<file path="src/rtl/nibble_serial_adder_ctrl_pkg.sv">
// Shared types and constants for the nibble-serial adder sequencer.
// The index width helper keeps the counter at least one bit wide.
package adder_ctrl_pkg;

    typedef enum logic [1:0] {
        IDLE = 2'd0,
        RUN  = 2'd1,
        DONE = 2'd2
    } state_t;

    localparam int NIBBLE = 4;

    function automatic int idx_width(input int n);
        return (n <= 1) ? 1 : $clog2(n);
    endfunction

endpackage

</file>
<file path="src/rtl/nibble_serial_adder_ctrl_if.sv">
// Request/result bundle between a requesting datapath (master) and the
// nibble-serial adder sequencer (slave).
interface nibble_serial_adder_ctrl_if #(
    parameter int WIDTH = 16
);
    logic             start;
    logic             sub;
    logic             cin;
    logic [WIDTH-1:0] op_a;
    logic [WIDTH-1:0] op_b;
    logic             busy;
    logic             done;
    logic [WIDTH-1:0] sum;
    logic             cout;
    logic             ovf;

    modport master (
        output start, sub, cin, op_a, op_b,
        input  busy, done, sum, cout, ovf
    );

    modport slave (
        input  start, sub, cin, op_a, op_b,
        output busy, done, sum, cout, ovf
    );

endinterface

</file>
<file path="src/rtl/nibble_serial_adder_ctrl_clooka.sv">
// 4-bit carry-lookahead adder slice shared by the nibble-serial sequencer.
// All carries are computed directly from generate/propagate terms.
module clooka (
    output logic [3:0] s,
    output logic       c,
    input  logic [3:0] a,
    input  logic [3:0] b,
    input  logic       cin
);

    logic [3:0] g;
    logic [3:0] p;
    logic       c1;
    logic       c2;
    logic       c3;

    assign g = a & b;
    assign p = a ^ b;

    assign c1 = g[0] | (p[0] & cin);
    assign c2 = g[1] | (p[1] & g[0]) | (p[1] & p[0] & cin);
    assign c3 = g[2] | (p[2] & g[1]) | (p[2] & p[1] & g[0])
              | (p[2] & p[1] & p[0] & cin);
    assign c  = g[3] | (p[3] & g[2]) | (p[3] & p[2] & g[1])
              | (p[3] & p[2] & p[1] & g[0]) | (p[3] & p[2] & p[1] & p[0] & cin);

    assign s = p ^ {c3, c2, c1, cin};

endmodule

</file>
<file path="src/rtl/nibble_serial_adder_ctrl.sv">
// Sequencer adding/subtracting two WIDTH-bit operands one nibble per clock
// through a single clooka slice, with the carry held in a register.
module nibble_serial_adder_ctrl
    import adder_ctrl_pkg::*;
#(
    parameter int WIDTH = 16
) (
    input  logic                         clk,
    input  logic                         rst,
    nibble_serial_adder_ctrl_if.slave    bus
);

    localparam int N     = WIDTH / NIBBLE;
    localparam int IDX_W = idx_width(N);
    localparam logic [IDX_W-1:0] LAST_IDX = IDX_W'(N - 1);

    generate
        if ((WIDTH % NIBBLE) != 0 || WIDTH < NIBBLE) begin : g_width_check
            $fatal(1, "nibble_serial_adder_ctrl: WIDTH must be a multiple of 4 and >= 4");
        end
    endgenerate

    state_t           state;
    logic [WIDTH-1:0] a_reg;
    logic [WIDTH-1:0] b_reg;
    logic             carry_reg;
    logic [IDX_W-1:0] idx;
    logic             a_msb;
    logic             b_msb;
    logic             busy_q;
    logic             done_q;
    logic [WIDTH-1:0] sum_q;
    logic             cout_q;
    logic             ovf_q;

    logic [WIDTH-1:0] b_sel;
    logic [3:0]       slice_s;
    logic             slice_c;
    logic [WIDTH-1:0] work_next;

    // Subtraction is a + ~b + 1: invert b here, force the carry-in at launch.
    assign b_sel = bus.sub ? ~bus.op_b : bus.op_b;

    clooka u_slice (
        .s   (slice_s),
        .c   (slice_c),
        .a   (a_reg[NIBBLE-1:0]),
        .b   (b_reg[NIBBLE-1:0]),
        .cin (carry_reg)
    );

    // Partial result: each new nibble sum enters at the top and walks down,
    // so after N shifts the least significant nibble sits at the bottom.
    generate
        if (N > 1) begin : g_work
            logic [WIDTH-NIBBLE-1:0] work_reg;

            always_ff @(posedge clk) begin
                if (rst) begin
                    work_reg <= '0;
                end else if (state == RUN) begin
                    work_reg <= work_next[WIDTH-1:NIBBLE];
                end
            end

            assign work_next = {slice_s, work_reg};
        end else begin : g_no_work
            assign work_next = slice_s;
        end
    endgenerate

    // NOTE: non-blocking assignments so every register here samples the
    // pre-edge values of the others, independent of statement order.
    always_ff @(posedge clk) begin
        if (rst) begin
            state     <= IDLE;
            a_reg     <= '0;
            b_reg     <= '0;
            carry_reg <= 1'b0;
            idx       <= '0;
            a_msb     <= 1'b0;
            b_msb     <= 1'b0;
            busy_q    <= 1'b0;
            done_q    <= 1'b0;
            sum_q     <= '0;
            cout_q    <= 1'b0;
            ovf_q     <= 1'b0;
        end else begin
            done_q <= 1'b0;
            case (state)
                IDLE, DONE: begin
                    if (bus.start) begin
                        a_reg     <= bus.op_a;
                        b_reg     <= b_sel;
                        carry_reg <= bus.sub ? 1'b1 : bus.cin;
                        idx       <= '0;
                        a_msb     <= bus.op_a[WIDTH-1];
                        b_msb     <= b_sel[WIDTH-1];
                        busy_q    <= 1'b1;
                        state     <= RUN;
                    end else begin
                        state <= IDLE;
                    end
                end
                RUN: begin
                    a_reg     <= a_reg >> NIBBLE;
                    b_reg     <= b_reg >> NIBBLE;
                    carry_reg <= slice_c;
                    idx       <= idx + IDX_W'(1);
                    if (idx == LAST_IDX) begin
                        sum_q  <= work_next;
                        cout_q <= slice_c;
                        ovf_q  <= (a_msb == b_msb) && (work_next[WIDTH-1] != a_msb);
                        busy_q <= 1'b0;
                        done_q <= 1'b1;
                        state  <= DONE;
                    end
                end
                default: begin
                    busy_q <= 1'b0;
                    state  <= IDLE;
                end
            endcase
        end
    end

    assign bus.busy = busy_q;
    assign bus.done = done_q;
    assign bus.sum  = sum_q;
    assign bus.cout = cout_q;
    assign bus.ovf  = ovf_q;

endmodule

</file>
<file path="src/flat_wrapper.sv">
// flat-port wrapper written by rule: the top's interface ports become plain ports
module nibble_serial_adder_ctrl_flat import adder_ctrl_pkg::*;
#(
    parameter int WIDTH = 16
)
  (clk, rst, bus_start, bus_sub, bus_cin, bus_op_a, bus_op_b, bus_busy, bus_done, bus_sum, bus_cout, bus_ovf);
  nibble_serial_adder_ctrl_if #(.WIDTH(WIDTH)) bus_i ();
  input  logic clk;
  input  logic rst;
  input wire logic [$bits(bus_i.start)-1:0] bus_start;
  input wire logic [$bits(bus_i.sub)-1:0] bus_sub;
  input wire logic [$bits(bus_i.cin)-1:0] bus_cin;
  input wire logic [$bits(bus_i.op_a)-1:0] bus_op_a;
  input wire logic [$bits(bus_i.op_b)-1:0] bus_op_b;
  output wire logic [$bits(bus_i.busy)-1:0] bus_busy;
  output wire logic [$bits(bus_i.done)-1:0] bus_done;
  output wire logic [$bits(bus_i.sum)-1:0] bus_sum;
  output wire logic [$bits(bus_i.cout)-1:0] bus_cout;
  output wire logic [$bits(bus_i.ovf)-1:0] bus_ovf;
  assign bus_i.start = bus_start;
  assign bus_i.sub = bus_sub;
  assign bus_i.cin = bus_cin;
  assign bus_i.op_a = bus_op_a;
  assign bus_i.op_b = bus_op_b;
  assign bus_busy = bus_i.busy;
  assign bus_done = bus_i.done;
  assign bus_sum = bus_i.sum;
  assign bus_cout = bus_i.cout;
  assign bus_ovf = bus_i.ovf;
  nibble_serial_adder_ctrl #(.WIDTH(WIDTH)) u_core (.clk(clk), .rst(rst), .bus(bus_i));
endmodule
</file>
<file path="config.mk">
export PLATFORM = sky130hd
export DESIGN_NAME = nibble_serial_adder_ctrl_flat
export DESIGN_NICKNAME = d
export VERILOG_FILES = /design/src/rtl/nibble_serial_adder_ctrl_pkg.sv /design/src/rtl/nibble_serial_adder_ctrl_if.sv /design/src/rtl/nibble_serial_adder_ctrl_clooka.sv /design/src/rtl/nibble_serial_adder_ctrl.sv /design/src/flat_wrapper.sv
export SDC_FILE = /design/constraint.sdc
export NUM_CORES = 1
export LEC_CHECK = 0
export CORE_ASPECT_RATIO = 0.9
export CORE_UTILIZATION = 40
export DETAILED_ROUTE_END_ITERATION = 8
export PLACE_DENSITY_LB_ADDON = 0.2
export SLEW_MARGIN = 25
export SYNTH_ARGS = -nofsm -noshare
export SYNTH_HDL_FRONTEND = slang
export SYNTH_SLANG_ARGS = --single-unit
</file>
<file path="constraint.sdc">
create_clock -name clk -period 2.5 [get_ports clk]
set_input_delay 0.375 -clock clk [delete_from_list [all_inputs] [get_ports clk]]
set_output_delay 0.375 -clock clk [all_outputs]
set_load 0.05 [all_outputs]
</file>
### Word-level counts from Yosys, hierarchy flattened

Index checks and enable logic that the tools add are counted.

* register bits after elaboration: 71
* input bits: 37
* logic and storage cells: 78
* output and inout port bits: 20

* reduce and logical (&&, ||, !) cells: 9
* eq/ne operators: 7
* bitwise gates (word level): 31
* mux-type cells: 17
* add/sub/neg operators: 1

Operator list (count)
* 16-bit one-hot mux with 2 select lines: 2
* 16-bit two-way mux: 3
* 1-bit AND: 16
* 16-bit NOT: 1
* 1-bit OR: 10
* 2-bit one-hot mux with 2 select lines: 2
* 2-bit AND reduction: 4
* 4-bit XOR: 2
* 1-bit two-way mux: 6
* 4-bit AND: 1
* 2-bit == test (second input constant): 2
* 2-bit two-way mux: 2
* 2-bit != test (second input constant): 2
* 1-bit one-hot mux with 2 select lines: 2
* 2-bit OR reduction: 2
* 2-bit by 1-bit adder with 2-bit output (second input constant): 1
* 2-bit by 1-bit == test with 1-bit output (second input constant): 1
* 2-bit zero test: 1
* 2-bit nonzero test: 1
* 1-bit == test: 1
* 1-bit logical AND: 1
* 1-bit != test: 1
* 1-bit NOT: 1

### Longest topological paths before layout

Gate-level depths: netlist of the first run.

* word-level depth: 8
* gate-level depth with buffers: 6
* gate-level depth less buffers: 5

### By module

Synthesis of the first run repeated with hierarchy kept, for this count alone.

* cell total of the unflattened synthesis: 353
* area total of the unflattened synthesis: 2984.1 sq um

Modules (own cells, without submodules)
* nibble_serial_adder_ctrl: area an instance 2836.5 sq um, instances 1, sequential area each 1421.4 sq um, cells an instance 336
* clooka: area an instance 147.6 sq um, instances 1, sequential area each 0.0 sq um, cells an instance 17

### Least setup slack after synthesis of the first run

OpenSTA, ideal clock, no wires.

* kind: register -> register
* from: reg u_core.b_reg[0]
* to: reg u_core.ovf_q (netlist: u_core.bus.ovf)
* slack: 0.792 ns
* data required time: 2.412 ns
* clock period less this slack: 1.708 ns
* arrival time: 1.620 ns
* cell stages (with the launch flop): 6
* setup time: 0.088 ns
* cell sequence: dfxtp_1 ha_1 a211o_1 a211o_1 a31o_1 a311oi_2

* word-level cells in the longest chain between the ends: 7

RTL lines
* start, declared: line nibble_serial_adder_ctrl.sv:25 `logic [WIDTH-1:0] b_reg;`
* start signal, assigned: line nibble_serial_adder_ctrl.sv:94 `b_reg <= b_sel;`
* start signal, assigned: line nibble_serial_adder_ctrl.sv:107 `b_reg <= b_reg >> NIBBLE;`
* 4-bit AND or 4-bit XOR (tied branches): line nibble_serial_adder_ctrl_clooka.sv:17, nibble_serial_adder_ctrl_clooka.sv:18
* 1-bit AND (on tied branches): line nibble_serial_adder_ctrl_clooka.sv:22, nibble_serial_adder_ctrl_clooka.sv:23
* 1-bit OR or 1-bit AND (tied branches): line nibble_serial_adder_ctrl_clooka.sv:22, nibble_serial_adder_ctrl_clooka.sv:23
* 1-bit OR (*): line nibble_serial_adder_ctrl_clooka.sv:23 `| (p[2] & p[1] & p[0] & cin);`
* 4-bit XOR (*): line nibble_serial_adder_ctrl_clooka.sv:27 `assign s = p ^ {c3, c2, c1, cin};`
* 1-bit != test (*): line nibble_serial_adder_ctrl.sv:113 `ovf_q <= (a_msb == b_msb) && (work_next[WIDTH-1] != a_msb);`
* 1-bit logical AND (*): line nibble_serial_adder_ctrl.sv:113
* end signal, assigned: line nibble_serial_adder_ctrl.sv:113
* end, declared: line nibble_serial_adder_ctrl.sv:34 `logic ovf_q;`

Every way passes the cells marked *; elsewhere a longest branch is shown, timed or not.
A chain may end at the register's enable or synchronous reset.

### Worst setup path after layout of the first run

* from: reg u_core.busy_q (netlist: u_core.bus.busy)
* to: out bus_busy

RTL lines
* start, declared: line nibble_serial_adder_ctrl.sv:30 `logic busy_q;`
* start signal, assigned: line nibble_serial_adder_ctrl.sv:83 `busy_q <= 1'b0;`
* start signal, assigned: line nibble_serial_adder_ctrl.sv:99 `busy_q <= 1'b1;`
* start signal, assigned: line nibble_serial_adder_ctrl.sv:114 `busy_q <= 1'b0;`
* end, declared: line flat_wrapper.sv:15 `output wire logic [$bits(bus_i.busy)-1:0] bus_busy;`

No word-level cell between the ends.

==> flow_metrics.env, run 1 <==
export IMPL_vias=2448
export IMPL_hold_violations=0
export IMPL_vdd_ir_drop_max_v=0.000417
export IMPL_cp_required_ns=2.12
export IMPL_syn_area_sq_um=2900
export IMPL_fin_worst_skew_ns=0.00977
export IMPL_powerDensity_nw_per_um2=657
export IMPL_slew_headroom=0.634
export IMPL_diodes=0
export IMPL_ctsLongestPathBuffers=2
export IMPL_fin_crit_sh=0.751
export IMPL_arrival_ns=1.50
export IMPL_synth_enable_flop_cells=0
export IMPL_detail_route_antenna_nets=0
export IMPL_grtUsageTotal=0.172
export IMPL_hold_end="u_core.bus.sum[2]"
export IMPL_clock_fmax_ghz=0.533
export IMPL_cts_inserted_buffers=9
export IMPL_synth_seq_cells=71
export IMPL_yosysWarnings=0
export IMPL_critPathLaunchType="register"
export IMPL_max_cap_violations=0
export IMPL_critical_path_class="reg2out"
export IMPL_setup_viol=0
export IMPL_drtPass1Iterations=4
export IMPL_setup_tns_ns=0
export IMPL_drc_errors=0
export IMPL_path_cells="clkdlybuf4s50_1"
export IMPL_worst_slack_ns=0.623
export IMPL_cpPeakStageDelay_ns=0.80
export IMPL_clk_pin_slew_ns=0.08
export IMPL_grt_pass1_wl_microns=10200
export IMPL_crit_path_start="u_core.bus.busy"
export IMPL_grt_max_degree=43
export IMPL_synthFlopType="dfxtp_1"
export IMPL_synthesis_nets=388
export IMPL_antenna_found_initial=0
export IMPL_dp_hpwl_microns=3960
export IMPL_coreArea_sq_um=7040
export IMPL_die_y_microns=82.7
export IMPL_drt_iter0_markers=103
export IMPL_syn_area_per_cell_sq_um=8.39
export IMPL_synth_seq_area_share=0.491
export IMPL_drt_wl_total_microns=5880
export IMPL_clock_sinks=71
export IMPL_end_kind="output pin"
export IMPL_ys_types=31
export IMPL_crit_fanout=3
export IMPL_min_path_cells=2
export IMPL_reg2reg_depth=6
export IMPL_overflow=0
export IMPL_syn_inst=345
export IMPL_die_w_microns=91.7
export IMPL_p_leak_nw=1.35
export IMPL_critPathTopFamily="buffers and inverters"
export IMPL_port_buffers=56
export IMPL_start_util=0.411
export IMPL_io_pins=57
export IMPL_drive_gt1_frac=0.0752
export IMPL_crit_slowest_cell="clkdlybuf4s50_1"
export IMPL_h_tree_depth=3
export IMPL_dp_slack_ns=0.652
export IMPL_rsz0062_at_grt="no"
export IMPL_final_util=0.530
export IMPL_fin_nets=437
export IMPL_power_w=0.00245
export IMPL_syn_to_final_growth_pct=28.8
export IMPL_cts_tree="built"
export IMPL_crit_buf_inv=1
export IMPL_timing_final_crit_period_ns=1.88
export IMPL_rows=29
export IMPL_tightestPinTransition_ns=0.549
export IMPL_async_flop_share=0
export IMPL_place_congestion=0.838
export IMPL_post_cts_buffers=0
export IMPL_outcome="complete, no violations"
export IMPL_rr_endpoint="u_core.bus.ovf"
export IMPL_cts_root_buf="clkbuf_8"
export IMPL_post_drt_via_cell_ratio=4.98
export IMPL_hold_buffers=0
export IMPL_drv_slew=0
export IMPL_worstHoldStart="u_core.g_work.work_reg[2]"
export IMPL_grt_pass1_vias=2213
export IMPL_regToRegSetupSlack_ns=0.66
export IMPL_hp_class="reg2reg"
export IMPL_wire_per_inst_microns=12.0
export IMPL_reg2reg_from="u_core.state[0]"
export IMPL_dieArea_sq_um=7580
export IMPL_clock_latency_ns=0.35
export IMPL_cts_repair_resized=0
==> cells in the final DEF (no fill, tap or decap), types with 2 or more instances in the layout <==
cell type	n
o21ai_0	2
a22oi_1	31
nor2b_2	2
nand2b_1	2
nand4_1	3
buf_4	7
inv_6	4
clkdlybuf4s50_1	55
nand3_1	2
xor2_1	16
a211o_1	2
a31o_1	2
inv_1	6
clkbuf_8	9
a21oi_1	56
nor2_1	22
dfxtp_1	71
a211oi_1	2
ha_1	5
nand2_1	83
==> routing by layer <==
metal,track usage,routed length [microns],vias to the layer above
li1,-,-,1277
met1,0.216,2860,1117
met2,0.278,2680,50
met3,0.0604,279,4
met4,0.0571,62,0
met5,0,0,-
==> where the power goes <==
| part | total, W | internal, W | switching [W] | leakage, nW |
|---|---|---|---|---|
| Sequential | 0.00121 | 0.00118 | 0.0000316 | 0.579 |
| Clock | 0.000926 | 0.000473 | 0.000454 | 0.101 |
| Combinational | 0.000308 | 0.000142 | 0.000166 | 0.674 |
==> synthesized netlist by cell type (3+ instances only) <==
cell type | n | area [sq um]
clkbuf_1 | 13 | 48.8
buf_2 | 12 | 60.1
a22oi_1 | 31 | 233
xor2_1 | 16 | 140
a21oi_1 | 56 | 280
inv_1 | 6 | 22.5
ha_1 | 5 | 62.6
nor2_1 | 22 | 82.6
nand2_1 | 83 | 312
dfxtp_1 | 71 | 1420
nand4_1 | 3 | 18.8
==> final cells by class <==
class	instances	area [sq um]
flip-flops and latches	71	1420
inverters	6	22.5
multi-input cells	242	1340
repair buffers	64	628
clock inverters	7	77.6
fillers	693	3310
well taps	93	116
clock buffers	9	124
==> logic make-up after synthesis <==
logic type,synth area share
adder cells (fa/ha/maj),0.0285
buffers and inverters,0.0480
AO/OA/AOI/OAI,0.214
AND/OR/NAND/NOR,0.167
XOR/XNOR,0.0514
flip-flops,0.491
==> worst max path at each step <==
stage / end / slack, ns / cells after the start
4_1_cts: bus_busy / 0.60 / 1
3_3_place_gp: u_core.carry_reg / 0.72 / 5
5_1_grt: u_core.bus.ovf / 0.51 / 6
2_1_floorplan: u_core.bus.ovf / 0.79 / 5
6_report: bus_busy / 0.62 / 1
3_5_place_dp: u_core.bus.ovf / 0.65 / 6
==> worst register-to-register path: stages (launching register included) <==
cell and delay, ns:
dfxtp_1 0.39, nor2b_2 0.19, buf_4 0.22, and2_1 0.43, buf_4 0.26, nor2_1 0.07, a311oi_2 0.21
==> stage by stage <==
stage | instance area (sq um) | cells | hold WS, ns
after global placement | 3530 | 476 | 0.442
final | 3730 | 492 | 0.452
after detailed placement | 3530 | 476 | 0.446
after floorplan | 2900 | 345 | 0.432
after CTS | 3730 | 492 | 0.457
after global routing | 3730 | 492 | 0.473
Note: power is estimated with default switching activity, not from simulation.
==> run 2, diff against run 1 <==
Clock period 2.5 ns to 1.68 ns, I/O delays scaled along.
==> run 2 against run 1 <==
Net effect: wire length increased by 7.6%; worst setup slack got worse by 0.61 ns; global-route usage increased by 1.3 points; clock power increased by 46%; final area increased by 2.1%; first-iteration DRC count increased by 1.9%; register-to-register slack got worse by 0.65 ns; sequential power increased by 50%; power increased by 50%; critical path type is now reg2reg; highest routed layer unchanged.
==> flow_metrics.env, run 2 (synthesized netlist as in run 1, its figures left out) <==
export IMPL_diodes=0
export IMPL_grt_pass1_vias=2411
export IMPL_rsz0062_at_grt="yes"
export IMPL_hp_class="in2reg"
export IMPL_rr_endpoint="u_core.bus.ovf"
export IMPL_cpPeakStageDelay_ns=0.33
export IMPL_syn_to_final_growth_pct=31.5
export IMPL_h_tree_depth=3
export IMPL_cp_common_cell="a211o_1"
export IMPL_arrival_ns=1.92
export IMPL_cts_root_buf="clkbuf_8"
export IMPL_post_route_cell_area_sq_um=3810
export IMPL_clock_sinks=71
export IMPL_worstHoldStart="rst"
export IMPL_outcome="complete, no violations"
export IMPL_regArea_sq_um=1430
export IMPL_regToRegSetupSlack_ns=0.01
export IMPL_die_w_microns=91.7
export IMPL_setup_viol=0
export IMPL_vias=2530
export IMPL_cts_inserted_buffers=9
export IMPL_grtUsageTotal=0.185
export IMPL_whs_ns=0.349
export IMPL_grt_max_degree=36
export IMPL_rows=29
export IMPL_cts_tree="built"
export IMPL_final_util=0.541
export IMPL_ctsLongestPathBuffers=2
export IMPL_post_drt_via_cell_ratio=5.05
export IMPL_final_common_cell="nand2_1"
export IMPL_drt_iter0_markers=105
export IMPL_hold_violations=0
export IMPL_drv_slew=0
export IMPL_hold_end="u_core.state[0]"
export IMPL_layoutNonFillerInstCount=501
export IMPL_powerDensity_nw_per_um2=964
export IMPL_critPathLaunchType="register"
export IMPL_cp_required_ns=1.94
export IMPL_max_cap_violations=0
export IMPL_hold_buffers=0
export IMPL_grt_pass1_wl_microns=11000
export IMPL_clock_latency_ns=0.34
export IMPL_reg2reg_depth=5
export IMPL_crit_path_start="u_core.b_reg[0]"
export IMPL_multi_input_area_sq_um=1370
export IMPL_drc_errors=0
export IMPL_timing_final_crit_period_ns=1.67
export IMPL_min_path_cells=2
export IMPL_final_cell_mix="83 x nand2_1, 68 x dfxtp_1, 56 x a21oi_1, 35 x clkdlybuf4s50_1, 35 x buf_4"
export IMPL_slew_headroom=0.624
export IMPL_antenna_found_initial=0
export IMPL_clock_fmax_ghz=0.600
export IMPL_coreArea_sq_um=7040
export IMPL_tightestPinTransition_ns=0.563
export IMPL_reg2reg_from="u_core.b_reg[0]"
export IMPL_fin_worst_skew_ns=0.00706
export IMPL_dp_hpwl_microns=4420
export IMPL_dieArea_sq_um=7580
export IMPL_end_kind="register"
export IMPL_port_buffers=56
export IMPL_drt_wl_total_microns=6330
export IMPL_path_cells="ha_4, a211o_1, a211o_1, a31o_1, a311oi_2"
export IMPL_drive_gt1_frac=0.154
export IMPL_vdd_ir_drop_max_v=0.000575
export IMPL_start_util=0.411
export IMPL_fin_crit_sh=0.992
export IMPL_crit_slowest_cell="dfxtp_2"
export IMPL_place_congestion=0.739
export IMPL_wire_per_inst_microns=12.6
export IMPL_io_pins=57
export IMPL_p_leak_nw=1.45
export IMPL_clk_pin_slew_ns=0.07
export IMPL_detail_route_antenna_nets=0
export IMPL_placed_cells=484
export IMPL_overflow=0
export IMPL_fin_nets=447
export IMPL_drtPass1Iterations=4
export IMPL_nFillCells=668
export IMPL_placed_cell_area_sq_um=3580
export IMPL_die_y_microns=82.7
export IMPL_critical_path_class="reg2reg"
export IMPL_crit_fanout=2
-- run 2: metrics by stage --
| step | total power (W) | setup WS, ns | setup TNS (ns) |
|---|---|---|---|
| floorplan | 0.00214 | 0.0127 | 0 |
| global placement | 0.00234 | 0.00484 | 0 |
| detailed placement | 0.00235 | 0.00183 | 0 |
| CTS | 0.00371 | 0.00867 | 0 |
| global route | 0.00385 | -0.0315 | -0.0420 |
| finish | 0.00367 | 0.0135 | 0 |
-- run 2: critical path: cells and delay by family (launching register included) --
kind / cells / cell delay, ns
AOI/OAI and AO/OA: 4 / 1.02
adders and majority gates: 1 / 0.23
DFF: 1 / 0.33
-- run 2: routing by layer --
layer / global-route usage / vias up / routed length [microns]
met4: 0.0587 / 0 / 83
met2: 0.302 / 51 / 2790
li1: - / 1288 / -
met5: 0 / - / 0
met1: 0.229 / 1182 / 3170
met3: 0.0678 / 9 / 281
-- run 2: timing repair --
action,CTS,global route
setup endpoints to repair,1,1
endpoints found under the hold margin,0,0
gates resized for setup,2,1
pin swaps,3,5
buffers inserted,1,1
-- run 2: cell type report --
cell class | instances | area share
sequential | 71 | 0.375
multi-input combinational | 242 | 0.359
timing repair buffer | 74 | 0.178
clock buffer | 12 | 0.0407
tap | 93 | 0.0306
clock inverter | 3 | 0.0112
inverter | 6 | 0.00592
-- run 2: power breakdown --
group | internal (W) | leakage [nW] | total [W] | switching, W
combinational | 0.000249 | 0.769 | 0.000507 | 0.000258
clock | 0.000757 | 0.0985 | 0.00135 | 0.000592
sequential | 0.00176 | 0.580 | 0.00182 | 0.0000536
total | 0.00277 | 1.45 | 0.00367 | 0.000903
-- run 2: worst max path at each step --
stage                           to  slack, ns
floorplan           u_core.bus.ovf       0.01
global placement    u_core.bus.ovf      0.005
detailed placement  u_core.bus.ovf      0.002
CTS                 u_core.bus.ovf      0.009
global route        u_core.bus.ovf      -0.03
finish              u_core.bus.ovf       0.01
